<file path="src/rtl/datapath_seq_ctrl.sv">
// datapath_seq_ctrl: multi-cycle FETCH/DECODE/EXEC/MEM/WB control sequencer
// for the single-issue MIPS-style DATAPATH.
// Optional feature macro: CTRL_ILLEGAL_TRAP_EN. When it is defined, illegal
// instructions trap to HALT and raise err. When it is undefined, they run as
// a 3-cycle NOP and count as retired.
// Every output is registered. The one exception is pc_en during BEQ EXEC,
// which must follow the live ALU zero flag.
module datapath_seq_ctrl #(
    parameter int CNT_W = 16
) (
    input  logic             clk,
    input  logic             rst_n,
    input  logic             run,
    input  logic [5:0]       opcode,
    input  logic [5:0]       funct,
    input  logic             zero,
    output logic             ir_en,
    output logic             pc_en,
    output logic             pc_src,
    output logic             br,
    output logic             regdst,
    output logic             enable,
    output logic             alusrc,
    output logic [2:0]       aluop,
    output logic             mem_we,
    output logic             busy,
    output logic [CNT_W-1:0] instr_cnt
`ifdef CTRL_ILLEGAL_TRAP_EN
    ,
    output logic             err
`endif
);

    typedef enum logic [2:0] {
        S_IDLE   = 3'd0,
        S_FETCH  = 3'd1,
        S_DECODE = 3'd2,
        S_EXEC   = 3'd3,
        S_MEM    = 3'd4,
        S_WB     = 3'd5
`ifdef CTRL_ILLEGAL_TRAP_EN
        ,
        S_HALT   = 3'd6
`endif
    } state_t;

    localparam logic [5:0] OP_R    = 6'b000000;
    localparam logic [5:0] OP_ADDI = 6'b001000;
    localparam logic [5:0] OP_LW   = 6'b100011;
    localparam logic [5:0] OP_SW   = 6'b101011;
    localparam logic [5:0] OP_BEQ  = 6'b000100;
    localparam logic [5:0] FN_AND  = 6'b100100;
    localparam logic [5:0] FN_OR   = 6'b100101;
    localparam logic [5:0] FN_ADD  = 6'b100000;
    localparam logic [5:0] FN_SUB  = 6'b100010;
    localparam logic [5:0] FN_SLT  = 6'b101010;

    // Returns 1 when an instruction (opcode plus funct for R-type) is supported.
    function automatic logic instr_ok(input logic [5:0] op, input logic [5:0] fn);
        case (op)
            OP_R: begin
                case (fn)
                    FN_AND, FN_OR, FN_ADD, FN_SUB, FN_SLT: instr_ok = 1'b1;
                    default:                               instr_ok = 1'b0;
                endcase
            end
            OP_ADDI, OP_LW, OP_SW, OP_BEQ: instr_ok = 1'b1;
            default:                       instr_ok = 1'b0;
        endcase
    endfunction

    // Returns the ALU function code of an instruction.
    function automatic logic [2:0] alu_code(input logic [5:0] op, input logic [5:0] fn);
        case (op)
            OP_R: begin
                case (fn)
                    FN_AND:  alu_code = 3'd0;
                    FN_OR:   alu_code = 3'd1;
                    FN_ADD:  alu_code = 3'd2;
                    FN_SUB:  alu_code = 3'd6;
                    FN_SLT:  alu_code = 3'd7;
                    default: alu_code = 3'd0;
                endcase
            end
            OP_BEQ:  alu_code = 3'd6;
            default: alu_code = 3'd2;
        endcase
    endfunction

    state_t           state_r;
    logic [5:0]       op_r;
    logic [5:0]       fn_r;
    logic             ir_en_r, pc_en_r, pc_src_r, br_r, regdst_r, enable_r;
    logic             alusrc_r, mem_we_r, busy_r, beq_exec_r, err_r;
    logic [2:0]       aluop_r;
    logic [CNT_W-1:0] instr_cnt_r;
    logic             legal_s, is_r_s, is_lw_s, is_sw_s, is_beq_s, is_imm_s, last_s;

    // Decodes the latched instruction fields and flags the last cycle of an instruction.
    always_comb begin
        legal_s  = instr_ok(op_r, fn_r);
        is_r_s   = (op_r == OP_R);
        is_lw_s  = (op_r == OP_LW);
        is_sw_s  = (op_r == OP_SW);
        is_beq_s = (op_r == OP_BEQ);
        is_imm_s = (op_r == OP_ADDI) || is_lw_s || is_sw_s;
        last_s   = 1'b0;
        case (state_r)
            S_EXEC:  last_s = is_beq_s || !legal_s;
            S_MEM:   last_s = is_sw_s;
            S_WB:    last_s = 1'b1;
            default: last_s = 1'b0;
        endcase
    end

    // Sequencer: advances the state and registers the control outputs of the next state.
    always_ff @(posedge clk) begin
        if (!rst_n) begin
            state_r     <= S_IDLE;
            op_r        <= 6'd0;
            fn_r        <= 6'd0;
            ir_en_r     <= 1'b0;
            pc_en_r     <= 1'b0;
            pc_src_r    <= 1'b0;
            br_r        <= 1'b0;
            regdst_r    <= 1'b0;
            enable_r    <= 1'b0;
            alusrc_r    <= 1'b0;
            aluop_r     <= 3'd0;
            mem_we_r    <= 1'b0;
            busy_r      <= 1'b0;
            beq_exec_r  <= 1'b0;
            err_r       <= 1'b0;
            instr_cnt_r <= {CNT_W{1'b0}};
        end else begin
            // Strobes last exactly one state; alusrc and aluop are held unless reassigned.
            ir_en_r    <= 1'b0;
            pc_en_r    <= 1'b0;
            pc_src_r   <= 1'b0;
            br_r       <= 1'b0;
            regdst_r   <= 1'b0;
            enable_r   <= 1'b0;
            mem_we_r   <= 1'b0;
            beq_exec_r <= 1'b0;
            if (last_s) begin
                instr_cnt_r <= instr_cnt_r + {{(CNT_W-1){1'b0}}, 1'b1};
                alusrc_r    <= 1'b0;
                aluop_r     <= 3'd0;
                if (run) begin
                    state_r <= S_FETCH;
                    ir_en_r <= 1'b1;
                    pc_en_r <= 1'b1;
                    busy_r  <= 1'b1;
                end else begin
                    state_r <= S_IDLE;
                    busy_r  <= 1'b0;
                end
            end else begin
                case (state_r)
                    S_IDLE: begin
                        if (run) begin
                            state_r <= S_FETCH;
                            ir_en_r <= 1'b1;
                            pc_en_r <= 1'b1;
                            busy_r  <= 1'b1;
                        end else begin
                            state_r <= S_IDLE;
                            busy_r  <= 1'b0;
                        end
                    end
                    S_FETCH: begin
                        // The instruction memory still presents this instruction, so latch it now.
                        state_r <= S_DECODE;
                        op_r    <= opcode;
                        fn_r    <= funct;
                    end
                    S_DECODE: begin
                        if (legal_s) begin
                            state_r    <= S_EXEC;
                            alusrc_r   <= is_imm_s;
                            aluop_r    <= alu_code(op_r, fn_r);
                            pc_src_r   <= is_beq_s;
                            beq_exec_r <= is_beq_s;
                        end else begin
`ifdef CTRL_ILLEGAL_TRAP_EN
                            state_r  <= S_HALT;
                            err_r    <= 1'b1;
`else
                            state_r  <= S_EXEC;
`endif
                            alusrc_r <= 1'b0;
                            aluop_r  <= 3'd0;
                        end
                    end
                    S_EXEC: begin
                        // Only LW/SW/R/ADDI get here: BEQ and NOP end in EXEC.
                        if (is_lw_s || is_sw_s) begin
                            state_r  <= S_MEM;
                            mem_we_r <= is_sw_s;
                        end else begin
                            state_r  <= S_WB;
                            enable_r <= 1'b1;
                            regdst_r <= is_r_s;
                            br_r     <= 1'b1;
                        end
                    end
                    S_MEM: begin
                        // LW continues to writeback from data memory.
                        state_r  <= S_WB;
                        enable_r <= 1'b1;
                    end
`ifdef CTRL_ILLEGAL_TRAP_EN
                    S_HALT: begin
                        state_r <= S_HALT;
                    end
`endif
                    default: begin
                        state_r  <= S_IDLE;
                        busy_r   <= 1'b0;
                        alusrc_r <= 1'b0;
                        aluop_r  <= 3'd0;
                    end
                endcase
            end
        end
    end

    assign ir_en     = ir_en_r;
    assign pc_en     = beq_exec_r ? zero : pc_en_r;
    assign pc_src    = pc_src_r;
    assign br        = br_r;
    assign regdst    = regdst_r;
    assign enable    = enable_r;
    assign alusrc    = alusrc_r;
    assign aluop     = aluop_r;
    assign mem_we    = mem_we_r;
    assign busy      = busy_r;
    assign instr_cnt = instr_cnt_r;
`ifdef CTRL_ILLEGAL_TRAP_EN
    assign err       = err_r;
`endif

endmodule

</file>
<file path="config.mk">
export PLATFORM = sky130hd
export DESIGN_NAME = datapath_seq_ctrl
export DESIGN_NICKNAME = d
export VERILOG_FILES = /design/src/rtl/datapath_seq_ctrl.sv
export SDC_FILE = /design/constraint.sdc
export NUM_CORES = 1
export LEC_CHECK = 0
export ABC_AREA = 1
export CAP_MARGIN = 30
export CORE_MARGIN = 2
export CORE_UTILIZATION = 50
export CTS_CLUSTER_SIZE = 16
export DETAILED_ROUTE_END_ITERATION = 8
export PLACE_DENSITY_LB_ADDON = 0.25
export SYNTH_ARGS = -nofsm -noshare
export SYNTH_HDL_FRONTEND = slang
export SYNTH_SLANG_ARGS = --single-unit
</file>
<file path="constraint.sdc">
create_clock -name clk -period 1.9 [get_ports clk]
set_input_delay 0.19 -clock clk [delete_from_list [all_inputs] [get_ports clk]]
set_output_delay 0.19 -clock clk [all_outputs]
set_load 0.02 [all_outputs]
</file>
==> qor.csv, run 1 <==
metric,value,unit
"delay-heaviest family, CP",buffers and inverters,
slowest CP cell,clkdlybuf4s50_1,
"Min Clock Period, post-route",1.689,ns
"Largest stage delay, worst path",0.53,ns
largest cells by area after synthesis,"dfxtp_1, nand2_1, a21oi_1, nor2_1, nand3_1",
# DRC,0,
Pleak,0.0009424,uW
max cap viols,0,
share of cells above drive strength 1,10.43,%
drt initial violations,78,
WL final,4336,um
starting density of the core,51.26,%
clock tree buffer depth,2,
maximum fanout along the worst path,2,
Tcrit/Tclk final,88.88,%
die height,67.81,um
Synth area leader,dfxtp_1,
Ant. Diodes,0,
FF-to-FF End,busy,
CP startpoint kind,register,
RSZ-0062 raised after global routing,false,
"Setup violations, final",0,
critical-path cell list,mux2_2 -> clkdlybuf4s50_1,
slew at the pin closest to its max-slew limit,0.5402,ns
standard-cell rows,23,
status,"complete, no violations",
P&R area growth vs syn,29.13,%
CP arrival,1.50,ns
final hold vios,0,
hold path depth,2,
clk sinks,42,
Post-DP HPWL,3219,um
synthesized flop and latch total,42,
P per Cell Area,1019,nW/um^2
"Remaining Overflow, GRT",0,
Hold WC Path Type,reg2reg,
Max Slew Vio Count,0,
Final #Nets,342,
total core area,3971,sq um
dominant synthesized flop cell,dfxtp_1,
die area,4598,sq um
WP depth,2,
H-tree levels,2,
Vias/cell,5.101,
clock-pin transition on the worst setup and hold timing paths,0.08,ns
Hold Crit Endpoint,aluop[1],
Vias,1918,
Syn Area/Cell,7.323,sq um
synthesized area,2036,sq um
IO Port Bufs,43,
CP required,1.71,ns
most frequent cells after synthesis,"nand2_1, dfxtp_1, nor2_1",
FF-to-FF path depth,10,
Clock Tree Root,clkbuf_8,
Fin Setup TNS,0,ns
later-pin clock latency in the skew report,0.30,ns
worst path bufs/invs,1,
wire length per cell,11.53,um
syn nets,295,
worst-case register-to-register setup slack,0.22,ns
Reg-to-Reg Start,op_r[0],
area share of the largest cell type after synthesis,41.30,%
CP Capture Type,output port,
Yosys warnings,0,
Worst slew margin,63.90,%
Routed Antenna Nets,0,
RD Place Congestion,0.8621,
Async SR Flop Fraction,0,%
Max VDD drop,0.0006348,V
initial antenna violation count,0,
"EDFF count, synth",0,
most common cell in the netlist,nand2_1,
CTS tree,yes,
vias in the first global route,1637,
GRT Total Usage,20.70,%
Max Clock Skew,0.008664,ns
I/O pin cnt,44,
cells after synthesis,278,
drt pass-1 iters,4,
first-pass GRT wire length,7127,um
cts bufs inserted,5,
Hold Slack,0.4683,ns
min-delay src,aluop[1],
hold_buf cts,0,
critical path type,reg2out,
register area share after synthesis,41.30,%
Achievable Freq,592.1,MHz
die width,67.81,um
Cell variety after synth,35,
largest net degree at the start of global routing,27,
## state kept, by name, summed over array words and instances (netlist names)
signal / count
beq_exec_r: 1
fn_r: 6
alusrc: 1
br: 1
op_r: 6
instr_cnt: 16
regdst: 1
enable: 1
busy: 1
mem_we: 1
state_r: 3
pc_en_r: 1
aluop: 3
## metrics by stage
stage	total power, uW	utilization, %	setup slack, ns	std cells	area (sq um)
6_report	2679	66.19	0.2112	376	2629
5_1_grt	2836	66.19	0.02780	376	2629
4_1_cts	2684	66.01	0.1797	376	2621
3_5_place_dp	1985	63.26	0.1854	368	2512
3_3_place_gp	1968	63.26	0.2682	368	2512
2_1_floorplan	1743	-	0.2148	278	2036
## cells in the final DEF, fill, tap and decap left out, types with 2 or more instances in the layout
| cell type | Yosys | layout |
|---|---|---|
| nand2_1 | 47 | 47 |
| clkdlybuf4s50_1 | 0 | 43 |
| dfxtp_1 | 42 | 42 |
| nor2_1 | 39 | 38 |
| a21oi_1 | 32 | 32 |
| inv_1 | 28 | 28 |
| nand3_1 | 24 | 24 |
| o21ai_0 | 13 | 13 |
| nor2_2 | 4 | 5 |
| nor3_1 | 6 | 5 |
| clkbuf_8 | 0 | 5 |
| xnor2_1 | 4 | 4 |
| nand3_2 | 4 | 4 |
| nand4_1 | 3 | 3 |
| xor2_1 | 3 | 3 |
| buf_4 | 0 | 3 |
| nor3_2 | 1 | 2 |
| nand2_2 | 2 | 2 |
| inv_2 | 2 | 2 |
| o21ai_1 | 2 | 2 |
| a22oi_1 | 2 | 2 |
| clkinv_2 | 0 | 2 |
## cells by family after synthesis
group | synth area share [%]
xor+xnor | 3.012
buf+inv | 7.621
compound gates | 13.83
simple gates | 33.07
flops | 41.30
mux | 0.5531
fa+ha+maj | 0.6145
## worst register-to-register path: stages, from the launching register on
cell     delay (ns)
dfxtp_1        0.35
nor2_2         0.15
nand3_1        0.12
nor3_2         0.20
nand2_2        0.12
nand3_4        0.12
nand2_4        0.20
nand2_1        0.15
nand2_1        0.06
nand2_1        0.08
nand2_1        0.05
## layer usage
layer	track usage, %	up-vias	part of all wire, %
met1	25.39	859	47
met2	33.95	46	46
met4	9.500	0	1.8
met5	0	-	0
met3	5.333	7	5.3
li1	-	1006	-
## power by group
| group | internal, uW | switching (uW) |
|---|---|---|
| Combinational | 304 | 541 |
| Sequential | 1020 | 120 |
| Clock | 387 | 311 |
## cell type report
type,instances,area (sq um)
timing repair buffer,46,452.9
inverter,31,116.4
tap,50,62.56
sequential,42,840.8
clock inverter,3,40.04
fill,365,1343
multi-input combinational,199,1047
clock buffer,5,68.82
## worst max-delay path by stage
stage	startpoint	to	slack, ns
after floorplan	instr_cnt[0]	instr_cnt[12]	0.21
after global placement	instr_cnt[0]	instr_cnt[12]	0.27
after detailed placement	instr_cnt[0]	instr_cnt[12]	0.19
after CTS	instr_cnt[0]	instr_cnt[12]	0.18
after global routing	fn_r[2]	busy	0.03
final	beq_exec_r	pc_en	0.21
## repair_timing
item,in CTS,in global routing
setup endpoints to repair,0,4
resized for setup,0,2
buffers inserted,0,0
Power figures use the tool's default switching activity.
==> run 2, diff against run 1 <==
--- a/config.mk
+++ b/config.mk
@@ -12,6 +12,7 @@
 export CTS_CLUSTER_SIZE = 16
 export DETAILED_ROUTE_END_ITERATION = 8
 export PLACE_DENSITY_LB_ADDON = 0.25
+export SLEW_MARGIN = 20
 export SYNTH_ARGS = -nofsm -noshare
 export SYNTH_HDL_FRONTEND = slang
 export SYNTH_SLANG_ARGS = --single-unit
==> results of run 2 <==
Same layout as run 1: the final DEF is identical, and so are final timing and power.
==> run 3, diff against run 2 <==
--- a/config.mk
+++ b/config.mk
@@ -6,6 +6,7 @@
 export NUM_CORES = 1
 export LEC_CHECK = 0
 export ABC_AREA = 1
+export ABC_CLOCK_PERIOD_IN_PS = 1900
 export CAP_MARGIN = 30
 export CORE_MARGIN = 2
 export CORE_UTILIZATION = 50
==> results of run 3 <==
Same layout as run 1: the final DEF is identical, and so are final timing and power.
